$ cat config.mk
export PLATFORM = sky130hd
export DESIGN_NAME = max7219_spi_tx
export DESIGN_NICKNAME = d
export VERILOG_FILES = /design/src/rtl/max7219_spi_tx.sv
export SDC_FILE = /design/constraint.sdc
export NUM_CORES = 1
export LEC_CHECK = 0
export CAP_MARGIN = 20
export CORE_UTILIZATION = 55
export CTS_BUF_LIST = sky130_fd_sc_hd__clkbuf_8
export DETAILED_ROUTE_END_ITERATION = 10
export PLACE_DENSITY = 0.83
export SETUP_SLACK_MARGIN = 0.3
export SLEW_MARGIN = 20
export SYNTH_ARGS = -nofsm -noshare
export SYNTH_HDL_FRONTEND = slang
export SYNTH_SLANG_ARGS = --single-unit
export TNS_END_PERCENT = 50
$ cat constraint.sdc
create_clock -name clk -period 3.3 [get_ports clk]
set_input_delay 0.825 -clock clk [delete_from_list [all_inputs] [get_ports clk]]
set_output_delay 0.825 -clock clk [all_outputs]
set_load 0.1 [all_outputs]
$ cat src/rtl/max7219_spi_tx.sv
// max7219_spi_tx: shifts eight 16-bit MAX7219 words out over sclk/cs_n/din, MSB first.
// Define MAX7219_INIT_EN to send a five-word device init sequence after reset.
module max7219_spi_tx #(
   parameter int         CLK_DIV   = 4,
   parameter logic [3:0] INTENSITY = 4'h8
) (
   input  logic         clk,
   input  logic         rst_n,
   input  logic         start,
   input  logic [127:0] frame,
   output logic         busy,
   output logic         done,
   output logic         sclk,
   output logic         cs_n,
   output logic         din
);
   localparam int CW = $clog2(2*CLK_DIV+1);
   localparam logic [CW-1:0] PH_END  = CW'(CLK_DIV-1);
   localparam logic [CW-1:0] GAP_END = CW'(2*CLK_DIV-1);
`ifdef MAX7219_INIT_EN
   typedef enum logic [2:0] {IDLE, SHIFT_LO, SHIFT_HI, HOLD, GAP, INIT} state_t;
   localparam state_t RST_STATE = INIT;
   localparam logic [127:0] INIT_WORDS = {16'h0C01, 16'h0B07, 16'h0900, 12'h0A0, INTENSITY, 16'h0F00, 48'h0};
   logic init_seq;
`else
   typedef enum logic [2:0] {IDLE, SHIFT_LO, SHIFT_HI, HOLD, GAP} state_t;
   localparam state_t RST_STATE = IDLE;
   logic init_seq;
   assign init_seq = 1'b0;
`endif
   state_t         state;
   logic [127:0]   sr;
   logic [CW-1:0]  cnt;
   logic [3:0]     bit_cnt;
   logic [2:0]     word_cnt;
   logic           last_word;
   assign last_word = word_cnt == (init_seq ? 3'd4 : 3'd7);
   // din always leads from sr[127]; each shift exposes the next bit at the same edge sclk drops
   always_ff @(posedge clk or negedge rst_n)
      if (!rst_n) begin
         state    <= RST_STATE;
         busy     <= 1'b0;
         done     <= 1'b0;
         sclk     <= 1'b0;
         cs_n     <= 1'b1;
         din      <= 1'b0;
         sr       <= '0;
         cnt      <= '0;
         bit_cnt  <= '0;
         word_cnt <= '0;
`ifdef MAX7219_INIT_EN
         init_seq <= 1'b0;
`endif
      end else begin
         done <= 1'b0;
         case (state)
            IDLE: if (start) begin
               sr       <= frame;
               din      <= frame[127];
               state    <= SHIFT_LO;
               busy     <= 1'b1;
               cs_n     <= 1'b0;
               cnt      <= '0;
               bit_cnt  <= 4'd15;
               word_cnt <= '0;
            end
`ifdef MAX7219_INIT_EN
            INIT: begin
               sr       <= INIT_WORDS;
               din      <= INIT_WORDS[127];
               init_seq <= 1'b1;
               state    <= SHIFT_LO;
               busy     <= 1'b1;
               cs_n     <= 1'b0;
               cnt      <= '0;
               bit_cnt  <= 4'd15;
               word_cnt <= '0;
            end
`endif
            SHIFT_LO: if (cnt == PH_END) begin
               cnt   <= '0;
               sclk  <= 1'b1;
               state <= SHIFT_HI;
            end else cnt <= cnt + 1'b1;
            SHIFT_HI: if (cnt == PH_END) begin
               cnt  <= '0;
               sclk <= 1'b0;
               if (bit_cnt == 4'd0) state <= HOLD;
               else begin
                  state   <= SHIFT_LO;
                  bit_cnt <= bit_cnt - 1'b1;
                  sr      <= {sr[126:0], 1'b0};
                  din     <= sr[126];
               end
            end else cnt <= cnt + 1'b1;
            HOLD: if (cnt == PH_END) begin
               cnt   <= '0;
               cs_n  <= 1'b1;
               din   <= 1'b0;
               state <= GAP;
            end else cnt <= cnt + 1'b1;
            GAP: if (cnt == GAP_END) begin
               cnt <= '0;
               if (last_word) begin
                  state <= IDLE;
                  busy  <= 1'b0;
                  done  <= ~init_seq;
`ifdef MAX7219_INIT_EN
                  init_seq <= 1'b0;
`endif
               end else begin
                  state    <= SHIFT_LO;
                  word_cnt <= word_cnt + 1'b1;
                  bit_cnt  <= 4'd15;
                  cs_n     <= 1'b0;
                  sr       <= {sr[126:0], 1'b0};
                  din      <= sr[126];
               end
            end else cnt <= cnt + 1'b1;
            default: state <= IDLE;
         endcase
      end
endmodule
**Word-level counts from Yosys, hierarchy flattened**

Cells that the tools add are included.

- Add/subtract/negate cells: 3
- Equality and inequality tests: 15
- Multiplexer cells: 48
- Reduce and logical (&&, ||, !) cells: 17

Operators by type and width:

| kind | number |
|---|---|
| 2-to-1 mux 127 bit | 5 |
| case mux 127 bit (3 select lines) | 1 |
| 2-to-1 mux 4 bit | 8 |
| 2-to-1 mux 3 bit | 8 |
| case mux 4 bit (3 select lines) | 2 |
| 2-to-1 mux 1 bit | 17 |
| inequality test 2 bit, second input constant | 8 |
| case mux 3 bit (5 select lines) | 1 |
| AND reduction 5 bit | 2 |
| nonzero test 3 bit | 3 |
| AND reduction 4 bit | 2 |
| AND reduction 7 bit | 1 |
| == test 3 x 2 -> 1 bit, second input constant | 2 |
| == test 3 bit, second input constant | 2 |
| case mux 3 bit (2 select lines) | 1 |
| AND reduction 6 bit | 1 |
| adder 4 x 1 -> 4 bit, second input constant | 1 |
| == test 4 x 2 -> 1 bit, second input constant | 1 |
| == test 4 x 3 -> 1 bit, second input constant | 1 |
| zero test 4 bit | 1 |
| case mux 1 bit (2 select lines) | 2 |
| case mux 1 bit (4 select lines) | 1 |
| nonzero test 2 bit | 2 |
| nonzero test 4 bit | 1 |
| other kinds (9) | 9 |

- Bits in registers: 146
- Input port bits: 131
- Output and inout port bits: 5
- Word-level logic and storage cells: 93

**Longest topological paths before layout**

Gate-level depths: netlist (run 1).

- Word-level depth: 4
- Gate-level depth with buffers: 8
- Mapped depth without buffers: 6

**Least setup slack after synthesis (run 1)**

Ideal clock, no wire load.

- Path type: input-to-reg
- From: input start
- To: register bit_cnt[0]
- Library setup time: 0.125 ns
- Data arrival time: 2.022 ns
- Data required time: 3.175 ns
- Slack: 1.153 ns
- Cell stages on the path: 6
- Buffers on the path: 2
- Cell sequence: nor2b_1 -> o311ai_4 -> nor2_2 -> buf_6 -> buf_6 -> mux2_4

- Word-level cells in the longest chain between the ends: 2

RTL lines:

| what | RTL line | RTL |
|---|---|---|
| start: declaration | 9 | `input logic start,` |
| inequality test 2 bit (no line) | n/a |  |
| AND reduction 6 bit (no line) | n/a |  |
| end signal: assignment | 91 | `bit_cnt <= bit_cnt - 1'b1;` |
| end: declaration | 34 | `logic [3:0] bit_cnt;` |

Every way passes these cells.
A chain may end at the register's enable or synchronous reset.

**Final worst setup path (run 1)**

- From: input start
- To: register sr[104]

- Word-level cells in the longest chain between the ends: 2

RTL lines:

| what | RTL line | RTL |
|---|---|---|
| inequality test 2 bit (no line) | n/a |  |
| AND reduction 6 bit (no line) | n/a |  |
| end signal: assignment | 58 | `sr <= frame;` |
| end signal: assignment | 92 | `sr <= {sr[126:0], 1'b0};` |
| end signal: assignment | 116 | `sr <= {sr[126:0], 1'b0};` |
| end: declaration | 32 | `logic [127:0] sr;` |

Every way passes these cells.

==> summary.md, run 1 <==
| Metric | Value |
|---|---|
| RSZ-0062 raised after global routing | no |
| Yosys warnings | 0 |
| Pins over their slew limit | 0 |
| Ant diodes | 0 |
| Ports | 136 |
| Setup tns final | 0 ns |
| Mapped cell area | 0.00772 mm2 |
| Number of flops mapped to enable cells by yosys | 0 |
| Clock latency on the worst-skew pair | 0.46 ns |
| First-pass GRT wire length | 24500 um |
| Placed insts | 820 |
| Post-CTS Setup Bufs | 0 |
| Largest net degree at the start of global routing | 101 |
| Seq/Total Area, Yosys | 47.3% |
| P_sw | 2.44 mW |
| Layout Nets | 799 |
| Core footprint | 0.0135 mm2 |
| Hold Path Class | in2async |
| Pwr dens | 852 mW/mm2 |
| Switching portion of total power | 29.5% |
| Fmax | 0.402 GHz |
| Initial DRC count | 167 |
| Syn Inst Count | 531 |
| Area growth from synthesis to final layout | 25.9% |
| Synth Area per Inst | 14.5 um2 |
| Initial antenna violation count | 0 |
| Die Span Y | 120 um |
| WP data arrival | 2.83 ns |
| Initial Utilization | 57.4% |
| Via count | 4664 |
| Total grt overflow | 0 |
| Layout cells sized above 1 | 45.9% |
| Die area | 0.0145 mm2 |
| Drt pass-1 iters | 4 |
| Routed wire per std cell | 17.4 um |
| Worst setup SP type | input pin |
| Total GRT Usage | 22.0% |
| Setup CP Type | in2reg |
| Nature of the critical path endpoint | flop |
| DP Wirelength | 9960 um |
| Worst Skew | 0.00793 ns |
| PortBufs | 135 |
| Worst slew margin | 54.7% |
| DRC | 0 |
| Number of synthesized register bits | 146 |
| Static leakage | 4.10 nW |
| Pin slew with the least headroom to its limit | 0.680 ns |
| Root buffer cell | clkbuf_8 |
| H-tree depth | 4 |
| Syn_nets | 667 |
| Placer Congestion | 0.817 |
| Synth unique cells | 48 |
| Post-DRT Antenna Nets | 0 |
| Total Wirelength | 14900 um |
| Max VDD drop | 0.000630 V |
| Gate power share | 40.0% |
| Clock power share | 20.9% |
| Longest Clk Path Bufs | 2 |
| Max-cap violations | 0 |
| Sequential share of power | 39.1% |
| Prevailing post-synth register cell | dfrtp_1 |
| FFs w/ async S/R, synth | 100% |
| Final cell count without fillers | 852 |
| Tcrit/Tclk final | 75.3% |
| Die X | 120 um |
| Final Hold Vio Count | 0 |
| Post-DR vias/cell | 5.47 |
| Clock net sink count | 146 |
| Number of global-route vias before repair | 5033 |
| Post-CTS sizing | 0 |
| Status | finished, final reports clean |
| Num CTS Buffers | 17 |
| Core Rows | 42 |
| CTS tree | yes |
| Critical-path maximum fanout | 42 |
| Pint | 5.84 mW |
| CP required | 3.65 ns |
| Setup violations, final | 0 |
| Clock transition at path regs | 0.08 ns |
| Crit path time final | 2.49 ns |
| Post-CTS Hold Buffers | 0 |
-- worst paths after layout --
check	end	depth (start not counted)	slack [ns]	startpoint
hold / removal	sr[69]	1	0.24	rst_n
setup reg to reg	sr[104]	8	0.82	word_cnt[0]
max in group asynchronous	sr[0]	2	2.20	rst_n
setup / recovery	sr[104]	7	0.81	start
hold reg to reg	din	1	0.50	din
min in group clk	din	1	0.50	din
-- kinds of logic (layout without fill, tap and decap cells) --
logic type      after synthesis  count (layout)  synth area share, %
xor+xnor                      2               2                0.324
mux                         258             258                 41.8
buf+inv                      42             187                 3.52
flops                       146             146                 47.3
fa+ha+maj                     6               6                0.940
compound gates               32              32                 2.93
simple gates                 45              45                 3.13
-- cell type report --
cell class | count | area (um2)
clock buffer | 22 | 303
clock inverter | 10 | 201
fill | 898 | 3740
inverter | 7 | 26.3
multi-input combinational | 343 | 3800
sequential | 146 | 3650
tap | 176 | 220
timing repair buffer | 148 | 1510
-- stage by stage --
step	utilization [%]	power, mW	setup slack (ns)	cell area, um2	hold WS, ns
4_1_cts	72.2	8.35	0.832	9720	0.219
5_1_grt	72.2	8.76	0.691	9720	0.225
6_report	72.2	8.28	0.815	9720	0.237
3_3_place_gp	68.5	6.37	0.388	9210	0.476
2_1_floorplan	-	5.86	1.15	7720	0.456
3_5_place_dp	68.5	6.57	0.340	9210	0.481
-- per-layer routing --
metal | up-vias | GRT usage, % | part of all wire (%)
met5 | - | 0 | 0
met4 | 0 | 8.18 | 1.6
met1 | 2356 | 27.6 | 45
met3 | 22 | 6.89 | 5.3
li1 | 2178 | - | -
met2 | 108 | 35.6 | 48
-- synth_stat cells (2+ instances only) --
master	count	area, um2
clkbuf_1	4	15.0
mux2_1	5	56.3
nand3b_1	2	15.0
mux2_4	87	1310
or3b_2	2	17.5
o21ai_0	6	30.0
buf_4	3	22.5
ha_1	5	62.6
nor2_1	11	41.3
o2bb2ai_1	2	17.5
nand2_1	11	41.3
buf_6	11	124
a21oi_1	10	50.1
inv_1	7	26.3
mux2_2	163	1840
nor3_1	3	15.0
a32oi_1	2	17.5
nand3_1	5	25.0
mux2i_1	3	30.0
buf_2	16	80.1
nor2b_1	2	12.5
dfrtp_1	145	3630
-- power by group through the flow --
stage,Combinational [mW],Sequential [mW],Clock [mW]
after floorplan,2.70,3.17,0
after global placement,3.18,3.19,0
after detailed placement,3.33,3.25,0
after CTS,3.35,3.24,1.77
after global routing,3.56,3.35,1.84
final,3.31,3.24,1.73
-- cell usage in the layout, fill, tap and decap left out, types with 6 or more instances in the layout --
cell,synthesis,routed
clkdlybuf4s50_1,0,129
nor2_1,11,11
bufinv_16,0,6
dfrtp_1,145,145
inv_1,7,8
buf_4,3,12
mux2_2,163,163
nand2_1,11,11
buf_12,0,6
a21oi_1,10,10
clkbuf_8,0,22
o21ai_0,6,6
mux2_4,87,87
-- sequential cells by signal, summed over array words and instances (netlist names) --
register and cells:
bit_cnt 4, busy 1, cnt 4, cs_n 1
din 1, done 1, sclk 1, sr 127
state 3, word_cnt 3
-- worst max-delay path: stages --
cell and delay, ns:
clkdlybuf4s50_1 0.53, nor2b_1 0.27, o311ai_4 0.16, nor2_4 0.20, buf_12 0.27, buf_12 0.22
mux2_4 0.31
Power figures use the tool's default switching activity.
==> inputs of run 2 (changes only) <==
--- a/config.mk
+++ b/config.mk
@@ -6,10 +6,10 @@
 export NUM_CORES = 1
 export LEC_CHECK = 0
 export CAP_MARGIN = 20
-export CORE_UTILIZATION = 55
+export CORE_UTILIZATION = 50
 export CTS_BUF_LIST = sky130_fd_sc_hd__clkbuf_8
 export DETAILED_ROUTE_END_ITERATION = 10
-export PLACE_DENSITY = 0.83
+export PLACE_DENSITY = 0.79
 export SETUP_SLACK_MARGIN = 0.3
 export SLEW_MARGIN = 20
 export SYNTH_ARGS = -nofsm -noshare
==> constraint.sdc (replaced) <==
create_clock -name clk -period 2 [get_ports clk]
set_input_delay 0.5 -clock clk [delete_from_list [all_inputs] [get_ports clk]]
set_output_delay 0.5 -clock clk [all_outputs]
set_load 0.1 [all_outputs]
==> summary.md, run 2 (synthesis results as in run 1) <==
| Metric | Value |
|---|---|
| Worst slew margin | 67.5% (+13 points) |
| Static leakage | 4.40 nW (+7.3%) |
| Placement Setup Slack | -0.400 ns (-0.740 ns) |
| Via count | 4822 (+3.4%) |
| Biggest regs | sr (127), bit_cnt (4), cnt (4) |
| Max-cap violations | 0 (unchanged) |
| Status | finished with violations |
| Ports | 136 (unchanged) |
| Layout Nets | 843 (+5.5%) |
| Pin slew with the least headroom to its limit | 0.486 ns (-0.193 ns) |
| Drt pass-1 iters | 5 (+1) |
| PnR worst setup slack | -0.0477 ns (-0.862 ns) |
| Longest Clk Path Bufs | 2 (unchanged) |
| Core Rows | 45 (+7.1%) |
| Total grt overflow | 0 (unchanged) |
| Ant diodes | 0 (unchanged) |
| Largest net degree at the start of global routing | 47 (-53%) |
| Die Span Y | 126 um (+4.8%) |
| Number of global-route vias before repair | 5394 (+7.2%) |
| Min Hold Slack | 0.505 ns (+0.267 ns) |
| Crit path launch | bit_cnt[1] |
| Layout cells sized above 1 | 50.7% (+4.8 points) |
| Delay-heaviest family, CP | simple AND/OR/NAND/NOR gates |
| Worst setup SP type | flop |
| WP depth | 8 (+1) |
| Final cell count without fillers | 906 (+6.3%) |
| Placed insts | 863 (+5.2%) |
| Most frequent cells in the layout | mux2_2 (157), dfrtp_1 (143), clkdlybuf4s50_1 (129), mux2_4 (94), buf_4 (36) |
| CP max stage cell | dfrtp_1 |
| Critical-path maximum fanout | 23 (-45%) |
| Violated checks | negative setup slack |
| DP Wirelength | 10600 um (+6.6%) |
| Post-DRT Antenna Nets | 0 (unchanged) |
| Most common cell after layout, fill and taps aside | mux2_2 |
| Clock net sink count | 146 (unchanged) |
| Crit path capture | sr[90] |
| P_sw | 4.30 mW (+76%) |
| Setup CP Type | reg2reg |
| Root buffer cell | clkbuf_8 |
| Fmax | 0.488 GHz |
| Final Hold Vio Count | 0 (unchanged) |
| Pins over their slew limit | 0 (unchanged) |
| Placer Congestion | 0.829 (+1.5%) |
| DP Area | 0.00963 mm2 (+4.5%) |
| Num CTS Buffers | 17 (unchanged) |
| Reg2Reg Capture Point | sr[90] |
| Critical path cell sequence | inv_2 -> ha_4 -> or3b_4 -> a21oi_4 -> nor2_4 -> buf_12 -> clkbuf_16 -> mux2_4 |
| Crit path time final | 2.05 ns |
| Pint | 10.2 mW (+75%) |
| PortBufs | 135 (unchanged) |
| DRC | 0 (unchanged) |
| Total Wirelength | 16200 um (+8.7%) |
| Gate power share | 44.6% (+4.6 points) |
| Hold Path Class | reg2reg |
| Routed wire per std cell | 17.8 um (+2.2%) |
| Flop2flop setup slack | -0.05 ns (-0.87 ns) |
| Core footprint | 0.0151 mm2 (+13%) |
| Area growth from synthesis to final layout | 34.4% |
| WP data arrival | 2.38 ns (-0.45 ns) |
| Die X | 126 um (+4.8%) |
| Initial antenna violation count | 0 (unchanged) |
| Util after Layout | 68.5% (-3.7 points) |
| Clock latency on the worst-skew pair | 0.44 ns (-0.02 ns) |
| Final total power | 14.5 mW (+75%) |
| Finished layout cell area | 0.0104 mm2 (+6.8%) |
| First-pass GRT wire length | 26600 um (+8.7%) |
| Die area | 0.0159 mm2 (+9.8%) |
| Initial DRC count | 137 (-18%) |
| CP bufs+invs | 3 (unchanged) |
| Top reg by flops | sr |
| Clock transition at path regs | 0.08 ns (about the same) |
| CTS tree | yes |
| Setup tns final | -1.76 ns (-1.76 ns) |
| Clock power share | 18.8% (-2.1 points) |
| Nature of the critical path endpoint | flop |
| Worst reg-to-reg path cell count | 8 (unchanged) |
| Pwr dens | 1400 mW/mm2 (+64%) |
| Max VDD drop | 0.000902 V (+43%) |
| R2r startpoint | bit_cnt[1] |
| Post-DR vias/cell | 5.32 (-2.8%) |
| Tcrit/Tclk final | 102% |
| Switching portion of total power | 29.6% (+0.14 points) |
| Worst Skew | 0.00917 ns (+0.00124 ns) |
| Filler instances | 1045 (+16%) |
| CP required | 2.33 ns (-1.32 ns) |
| H-tree depth | 4 (unchanged) |
| Sequential share of power | 36.6% (-2.5 points) |
| RSZ-0062 raised after global routing | yes |
| Total GRT Usage | 21.3% (-0.65 points) |
| Peak per-stage delay on the critical path | 0.42 ns (-0.11 ns) |
| Setup violations, final | 94 (+94) |
| Max FFs per register | 127 (unchanged) |
| Initial Utilization | 51.0% (-6.4 points) |
==> run 2: cell count changes in the layout (fill, tap and decap cells not counted), moves of 3 or more <==
cell	change
buf_12	+11
buf_4	+24
buf_6	+3
clkbuf_8	-4
ha_1	-3
mux2_2	-6
mux2_4	+7
==> run 2: layer usage <==
layer	vias up	GRT usage [%]	routed length (um)	part of all wire (%)
li1	2267	-	-	-
met1	2432	26.6	6940	43
met2	106	35.9	8280	51
met3	17	5.48	686	4.2
met4	0	7.30	244	1.5
met5	-	0	0	0
==> run 2: worst reg2reg max path, delay by kind of cell (launching register included) <==
| kind | cells | cell delay, ns |
|---|---|---|
| adders and majority gates | 1 | 0.12 |
| DFF | 1 | 0.42 |
| buffers and inverters | 3 | 0.45 |
| muxes | 1 | 0.32 |
| AOI/OAI and AO/OA | 1 | 0.17 |
| and+or+nand+nor | 2 | 0.46 |
==> run 2: final cells by class <==
cell class              count  area [um2]  area share [%]
multi-input cells         343        3920            37.8
flip-flops and latches    146        3660            35.3
repair buffers            192        2070            20.0
clock buffers              18         248            2.39
well taps                 188         235            2.27
clock inverters            12         215            2.07
inverters                   7        26.3           0.253
==> run 2: how the worst min path moves through the flow <==
stage / from / endpoint / slack [ns] / cells after the start
after CTS: rst_n / sr[77] / 0.51 / 2
after detailed placement: rst_n / sr[71] / 0.44 / 1
after global placement: rst_n / sr[71] / 0.44 / 1
after floorplan: rst_n / bit_cnt[0] / 0.20 / 0
final: sr[71] / sr[71] / 0.50 / 1
after global routing: sr[71] / sr[71] / 0.51 / 1
==> run 2: repair_timing <==
action,in CTS,in global routing
setup endpoints to repair,136,137
setup buffers,3,6
pin swaps,2,3
hold endpoints to repair,37,0
cloned,1,2
hold buffers,1,0
gates resized for setup,13,14
==> run 2: power groups by stage <==
stage / clock network (mW) / logic [mW] / registers (mW)
2_1_floorplan: 0 / 4.52 / 5.22
3_3_place_gp: 0 / 5.83 / 5.22
3_5_place_dp: 0 / 6.09 / 5.30
4_1_cts: 2.81 / 6.27 / 5.29
5_1_grt: 2.92 / 6.93 / 5.49
6_report: 2.73 / 6.47 / 5.31
